File: src/rtl/lab_pkg.sv
// rtl/lab_pkg.sv - shared board constants and debouncer FSM state encoding
package lab_pkg;

  // Defaults for the 100 MHz board clock; the LED sequencer delay uses the same values.
  localparam logic [31:0] DEFAULT_DEBOUNCE_CYCLES = 32'd1000000;
  localparam logic [31:0] DEFAULT_LONG_CYCLES     = 32'd100000000;

  typedef enum logic [1:0] {
    ST_IDLE         = 2'd0,
    ST_PRESS_WAIT   = 2'd1,
    ST_HELD         = 2'd2,
    ST_RELEASE_WAIT = 2'd3
  } btn_state_t;

endpackage

File: src/rtl/sync_2ff.sv
// rtl/sync_2ff.sv - two-flop synchronizer for asynchronous single-bit board inputs
module sync_2ff (
  input  logic clk,
  input  logic rst,
  input  logic d,
  output logic q
);

  logic meta;

  always_ff @(posedge clk) begin
    if (rst) begin
      meta <= 1'b0;
      q    <= 1'b0;
    end else begin
      meta <= d;
      q    <= meta;
    end
  end

endmodule

File: src/rtl/button_debouncer.sv
// rtl/button_debouncer.sv - push-button debouncer with press pulse, level and optional long press (BUTTON_LONG_PRESS_EN)
module button_debouncer
  import lab_pkg::*;
#(
  parameter logic [31:0] DEBOUNCE_CYCLES = DEFAULT_DEBOUNCE_CYCLES,
  parameter logic [31:0] LONG_CYCLES     = DEFAULT_LONG_CYCLES
) (
  input  logic clk,
  input  logic rst,
  input  logic btn_in,
  output logic press_pulse,
  output logic level,
  output logic long_pulse
);

  logic        s;
  btn_state_t  state_q, state_d;
  logic [31:0] cnt_q, cnt_d;
  logic        press_d, level_d;

  sync_2ff u_sync (
    .clk (clk),
    .rst (rst),
    .d   (btn_in),
    .q   (s)
  );

  always_ff @(posedge clk) begin
    if (rst) begin
      state_q     <= ST_IDLE;
      cnt_q       <= 32'd0;
      press_pulse <= 1'b0;
      level       <= 1'b0;
    end else begin
      state_q     <= state_d;
      cnt_q       <= cnt_d;
      press_pulse <= press_d;
      level       <= level_d;
    end
  end

  // Counter is cleared on every state change and compared by equality only.
  always_comb begin
    state_d = state_q;
    cnt_d   = cnt_q;
    press_d = 1'b0;
    level_d = level;
    case (state_q)
      ST_IDLE: begin
        if (s) begin
          state_d = ST_PRESS_WAIT;
          cnt_d   = 32'd0;
        end
      end
      ST_PRESS_WAIT: begin
        if (!s) begin
          state_d = ST_IDLE;
          cnt_d   = 32'd0;
        end else if (cnt_q == DEBOUNCE_CYCLES - 32'd1) begin
          state_d = ST_HELD;
          cnt_d   = 32'd0;
          press_d = 1'b1;
          level_d = 1'b1;
        end else begin
          cnt_d = cnt_q + 32'd1;
        end
      end
      ST_HELD: begin
        if (!s) begin
          state_d = ST_RELEASE_WAIT;
          cnt_d   = 32'd0;
        end
      end
      ST_RELEASE_WAIT: begin
        if (s) begin
          state_d = ST_HELD;
          cnt_d   = 32'd0;
        end else if (cnt_q == DEBOUNCE_CYCLES - 32'd1) begin
          state_d = ST_IDLE;
          cnt_d   = 32'd0;
          level_d = 1'b0;
        end else begin
          cnt_d = cnt_q + 32'd1;
        end
      end
      default: begin
        state_d = ST_IDLE;
        cnt_d   = 32'd0;
      end
    endcase
  end

`ifdef BUTTON_LONG_PRESS_EN
  logic [31:0] lcnt_q, lcnt_d;
  logic        ldone_q, ldone_d;
  logic        long_d;

  always_ff @(posedge clk) begin
    if (rst) begin
      lcnt_q     <= 32'd0;
      ldone_q    <= 1'b0;
      long_pulse <= 1'b0;
    end else begin
      lcnt_q     <= lcnt_d;
      ldone_q    <= ldone_d;
      long_pulse <= long_d;
    end
  end

  // Only a fresh press re-arms the detector; release bounces back into HELD keep the count.
  always_comb begin
    lcnt_d  = lcnt_q;
    ldone_d = ldone_q;
    long_d  = 1'b0;
    if (state_q == ST_PRESS_WAIT && state_d == ST_HELD) begin
      lcnt_d  = 32'd0;
      ldone_d = 1'b0;
    end else if (state_q == ST_HELD && !ldone_q) begin
      if (lcnt_q == LONG_CYCLES - 32'd1) begin
        long_d  = 1'b1;
        ldone_d = 1'b1;
      end else begin
        lcnt_d = lcnt_q + 32'd1;
      end
    end
  end
`else
  // LONG_CYCLES stays referenced so both builds share one parameter interface.
  assign long_pulse = 1'b0 && (LONG_CYCLES != 32'd0);
`endif

endmodule
File: config.mk
export PLATFORM = sky130hd
export DESIGN_NAME = button_debouncer
export DESIGN_NICKNAME = d
export VERILOG_FILES = /design/src/rtl/lab_pkg.sv /design/src/rtl/sync_2ff.sv /design/src/rtl/button_debouncer.sv
export SDC_FILE = /design/constraint.sdc
export NUM_CORES = 1
export LEC_CHECK = 0
export BUFFER_PORTS_ARGS = -buffer_cell sky130_fd_sc_hd__buf_2
export CORE_MARGIN = 5
export CORE_UTILIZATION = 55
export DETAILED_ROUTE_END_ITERATION = 10
export PLACE_DENSITY = 0.73
export SLEW_MARGIN = 30
export SYNTH_ARGS = -nofsm -noshare
export SYNTH_HDL_FRONTEND = slang
export SYNTH_SLANG_ARGS = --single-unit
File: constraint.sdc
create_clock -name clk -period 2.25 [get_ports clk]
set_clock_uncertainty 0.2 [all_clocks]
set_input_delay 0.225 -clock clk [delete_from_list [all_inputs] [get_ports clk]]
set_output_delay 0.225 -clock clk [all_outputs]
set_load 0.02 [all_outputs]
==> run summary <==
The flow ran to the end, and the final reports show no timing, DRC or antenna violations. The final-layout setup total negative slack came out at 0 ps. On the critical path, the stage with the largest delay is an instance of sky130_fd_sc_hd__or4_4.

The top fanout value on the critical path came out at 4. Synthesis produced a netlist with a net count of 280. The clock reaches the later pin of the worst-skew pair after between 200 and 300 ps. The async set or reset register ratio after synthesis is 0%. The final hold violation count came out at 0.

The die extent in x is between 70 and 80 um. The area of the multi-input gates is ~1300 um^2. The detailed-router iteration count before antenna repair came out at 4. The number of stages on the worst hold path is 2.

The path depth of the worst reg2reg path is 5. The highest clock rate came out at around 460 MHz. The final setup violation count came out at 0. The routed length on met1 is between 2000 and 2500 um. CTS placed an instance of sky130_fd_sc_hd__clkbuf_8 at the clock tree root. After synthesis, the largest area contributor takes up between 30% and 40% of total cell area. The sum of met3 wire segment lengths after detailed routing came out at roughly 270 um. The first-pass GRT wire length is around 9000 um. Headroom to the max-slew limit came out at around two fifths. The site row count is 22. The number of library cell types mapped by synthesis is 45.

Synthesis inferred 38 register bits. The count of vias placed by the detailed router came out at roughly 2200. The endpoint required time on the critical path is around 2300 ps. The via count of the first global-routing pass is 1889.

The type of destination of the critical path is a flop. 6 I/O pins were placed. The worst path buffer plus inverter count came out at 0.

For this run, the share of the core covered by cells in the final layout is 68.7%. The average instance area after synthesis is ~7.8 um^2. The sequential cells in the finished layout cover a total of about 770 um^2. The detailed route wirelength on metal2 is ~2400 um. Setup repair after global routing left no endpoint under its margin.

The global routing usage summed across all routing layers came out at a little over a fifth. For the worst setup path, the data arrival time is about 2200 ps. The remaining global-route overflow is 0. The number of vias per cell after detailed routing is a little over 6. The largest single stage delay on the critical path is approximately 560 ps. Compared with the post-synthesis result, the final layout area differs by 19.1%.

The worst setup path is of the flop to flop kind. In the final design database the tool counted ~300 nets. The final routed wire length divided by cell count came out at around 15 um.

The number of antenna violations at the first check in global routing is 0. In the post-synthesis netlist, the biggest area contributors are sky130_fd_sc_hd__dfxtp_1 (35%), sky130_fd_sc_hd__nand2_1 (5.6%), sky130_fd_sc_hd__nand3_1 (5.1%). Measured along the y axis, the die boundary spans slightly above 70 um. The number of antenna cells inserted is 0. The H-tree was split into 2 levels. The DRC violation total after the first TritonRoute iteration is about 130. The cell area after synthesis is ~2200 um^2. The highest ir drop seen on vdd is ~0.36 mV. The final worst-path cycle share came out at a little over nine tenths. The synthesized instance count is approximately 280. In this run the deepest clock path goes through 2 buffers.

Yosys mapped a number of flops with a built-in enable equal to 0. Among cell families on the critical path, the largest total delay comes from simple AND/OR/NAND/NOR gates. The routability congestion estimate from global placement came out at 0.842. The wire length after detailed routing came out at 5220 um. The die covers between 5000 and 6000 um^2. The design draws 1230 uW. The worst path needs 2170 ps of the cycle, external delays included.

The leakage dissipation came out at around 0.00095 uW. The number of buffers created by CTS came out at 5. The Yosys step of the flow raised 0 warnings.

Walking the worst path, the cells encountered are nand4_2, or4_4, or2_4, or4_1, nand3_1. The path length in cells of the critical path is 5. The number of clock sinks seen by CTS is 38. Cells with a size suffix above 1 make up 20.9% of the layout. The final max-slew violation count was 0.

The number of max-capacitance violations reported came out at 0. The measured slew at the worst slew-check pin is 923 ps. After clock tree synthesis, the clock-pin slew on the worst setup and hold paths is roughly 80 ps. The placed wire-length estimate after detailed placement came out at 3840 um. The power per cell area came out at 479 nW/um^2. The DRC violation count after routing is 0. Among all flip-flop cells after synthesis, the most frequent one is sky130_fd_sc_hd__dfxtp_1. The filler cell count in the final layout came out at around 330. The largest total area in the synthesized netlist belongs to sky130_fd_sc_hd__dfxtp_1. The number of routed nets with antenna violations came out at 0. The CTS tree is done. The min-delay analysis places its worst path in the category input pin to flop. The maximum number of pins on one net before global-route repair is 17. The starting density of the core came out at between 50 and 60%. The number of buffer cells added on primary ports is 4. The core area is roughly 3700 um^2. Final hold analysis gives a worst-case slack of a little over 50 ps. The top metal layer carrying routed signals is met4. The sequential-to-total area share from yosys stat is 35.2%.

The worst setup path is launched from a flop.
kinds of logic (layout without fill, tap and decap cells):
| family | after synthesis | in the layout | synth area share, % |
|---|---|---|---|
| and+or+nand+nor | 151 | 151 | 40.0 |
| AOI/OAI and AO/OA | 43 | 43 | 12.4 |
| DFF | 38 | 38 | 35.2 |
| buffers and inverters | 26 | 56 | 4.87 |
| xor gates and xnor gates | 11 | 11 | 4.46 |
| muxes | 5 | 5 | 2.32 |
| adders and majority gates | 1 | 1 | 0.579 |
| other | 1 | 1 | 0.174 |
cells in the final DEF, fill, tap and decap left out, types with 3 or more instances in the layout:
cell type | Yosys | routed
sky130_fd_sc_hd__a21oi_1 | 5 | 5
sky130_fd_sc_hd__a31oi_1 | 12 | 12
sky130_fd_sc_hd__and2_1 | 7 | 7
sky130_fd_sc_hd__and3_1 | 11 | 11
sky130_fd_sc_hd__and4_1 | 4 | 4
sky130_fd_sc_hd__buf_2 | 3 | 4
sky130_fd_sc_hd__buf_4 | 1 | 34
sky130_fd_sc_hd__clkbuf_8 | 0 | 6
sky130_fd_sc_hd__dfxtp_1 | 38 | 33
sky130_fd_sc_hd__dfxtp_2 | 0 | 5
sky130_fd_sc_hd__inv_1 | 7 | 7
sky130_fd_sc_hd__mux2i_1 | 5 | 5
sky130_fd_sc_hd__nand2_1 | 32 | 32
sky130_fd_sc_hd__nand3_1 | 22 | 22
sky130_fd_sc_hd__nand3b_1 | 3 | 3
sky130_fd_sc_hd__nand4_1 | 15 | 15
sky130_fd_sc_hd__nor2_1 | 10 | 10
sky130_fd_sc_hd__nor2b_1 | 3 | 3
sky130_fd_sc_hd__nor3_1 | 11 | 9
sky130_fd_sc_hd__nor4_1 | 12 | 12
sky130_fd_sc_hd__o21ai_0 | 13 | 13
sky130_fd_sc_hd__o22ai_1 | 3 | 3
sky130_fd_sc_hd__or3_1 | 6 | 6
sky130_fd_sc_hd__xnor2_1 | 7 | 7
sky130_fd_sc_hd__xor2_1 | 4 | 4
registers in the layout (all words and copies together), names as in the netlist, named ones only:
name         count
u_sync.q         1
u_sync.meta      1
level            1
press_pulse      1
cnt_q           32
state_q          1
stage by stage:
stage	cell area, um^2	setup slack (ps)	instances
floorplan	2170	37.3	276
global placement	2450	56.0	344
detailed placement	2450	26.4	344
CTS	2550	6.45	353
global route	2570	22.4	354
finish	2570	75.7	354
layer usage:
| metal | GRT usage (%) | vias up |
|---|---|---|
| li1 | - | 1082 |
| met1 | 28.0 | 999 |
| met2 | 32.6 | 60 |
| met3 | 4.68 | 14 |
| met4 | 10.5 | 0 |
| met5 | 0 | - |
cell type report:
class                           instances  share of cell area, %
Timing Repair Buffer                   41                   12.0
Clock inverter                          1                  0.195
Clock buffer                            7                   3.36
Inverter                                7                   1.02
Tap cell                               48                   2.33
Sequential cell                        38                   29.8
Multi-Input combinational cell        212                   51.3
where the power goes:
part           leakage (uW)  internal (uW)  switching [uW]
combinational      0.000597           24.2            36.5
clock             0.0000482            247             236
sequential         0.000309            680            8.44
total              0.000954            951             281
cells in the mapped netlist, types with 3 or more instances:
master	n
sky130_fd_sc_hd__and3_1	11
sky130_fd_sc_hd__nor2_1	10
sky130_fd_sc_hd__o21ai_0	13
sky130_fd_sc_hd__and2_1	7
sky130_fd_sc_hd__dfxtp_1	38
sky130_fd_sc_hd__or3_2	3
sky130_fd_sc_hd__or3_1	6
sky130_fd_sc_hd__o22ai_1	3
sky130_fd_sc_hd__nand3_1	22
sky130_fd_sc_hd__nand3b_1	3
sky130_fd_sc_hd__and4_1	4
sky130_fd_sc_hd__nor4_1	12
sky130_fd_sc_hd__a21oi_1	5
sky130_fd_sc_hd__buf_2	3
sky130_fd_sc_hd__nor2b_1	3
sky130_fd_sc_hd__xnor2_1	7
sky130_fd_sc_hd__nand2_1	32
sky130_fd_sc_hd__a31oi_1	12
sky130_fd_sc_hd__nand4_1	15
sky130_fd_sc_hd__inv_1	7
sky130_fd_sc_hd__mux2i_1	5
sky130_fd_sc_hd__xor2_1	4
sky130_fd_sc_hd__nor3_1	11
sky130_fd_sc_hd__clkbuf_1	15
worst paths after layout:
| check | from | to | slack (ps) |
|---|---|---|---|
| worst max register to register | cnt_q[13] | cnt_q[30] | 80 |
| worst min-delay path | rst | cnt_q[6] | 50 |
| worst max-delay path | cnt_q[13] | cnt_q[30] | 80 |
| worst min register to register | u_sync.meta | u_sync.q | 240 |
worst register-to-register path, cell delays in order (launching register included):
cell                      delay [ps]
sky130_fd_sc_hd__dfxtp_1         360
sky130_fd_sc_hd__nand4_2         170
sky130_fd_sc_hd__or4_4           560
sky130_fd_sc_hd__or2_4           260
sky130_fd_sc_hd__or4_1           470
sky130_fd_sc_hd__nand3_1          90
what timing repair did:
action,in CTS,in global routing
endpoints found under the setup margin,0,13
hold endpoints to repair,1,0
gates resized for setup,0,6
hold buffers,1,0
setup buffers,0,1
No activity file was read; power rests on OpenSTA's default activity.
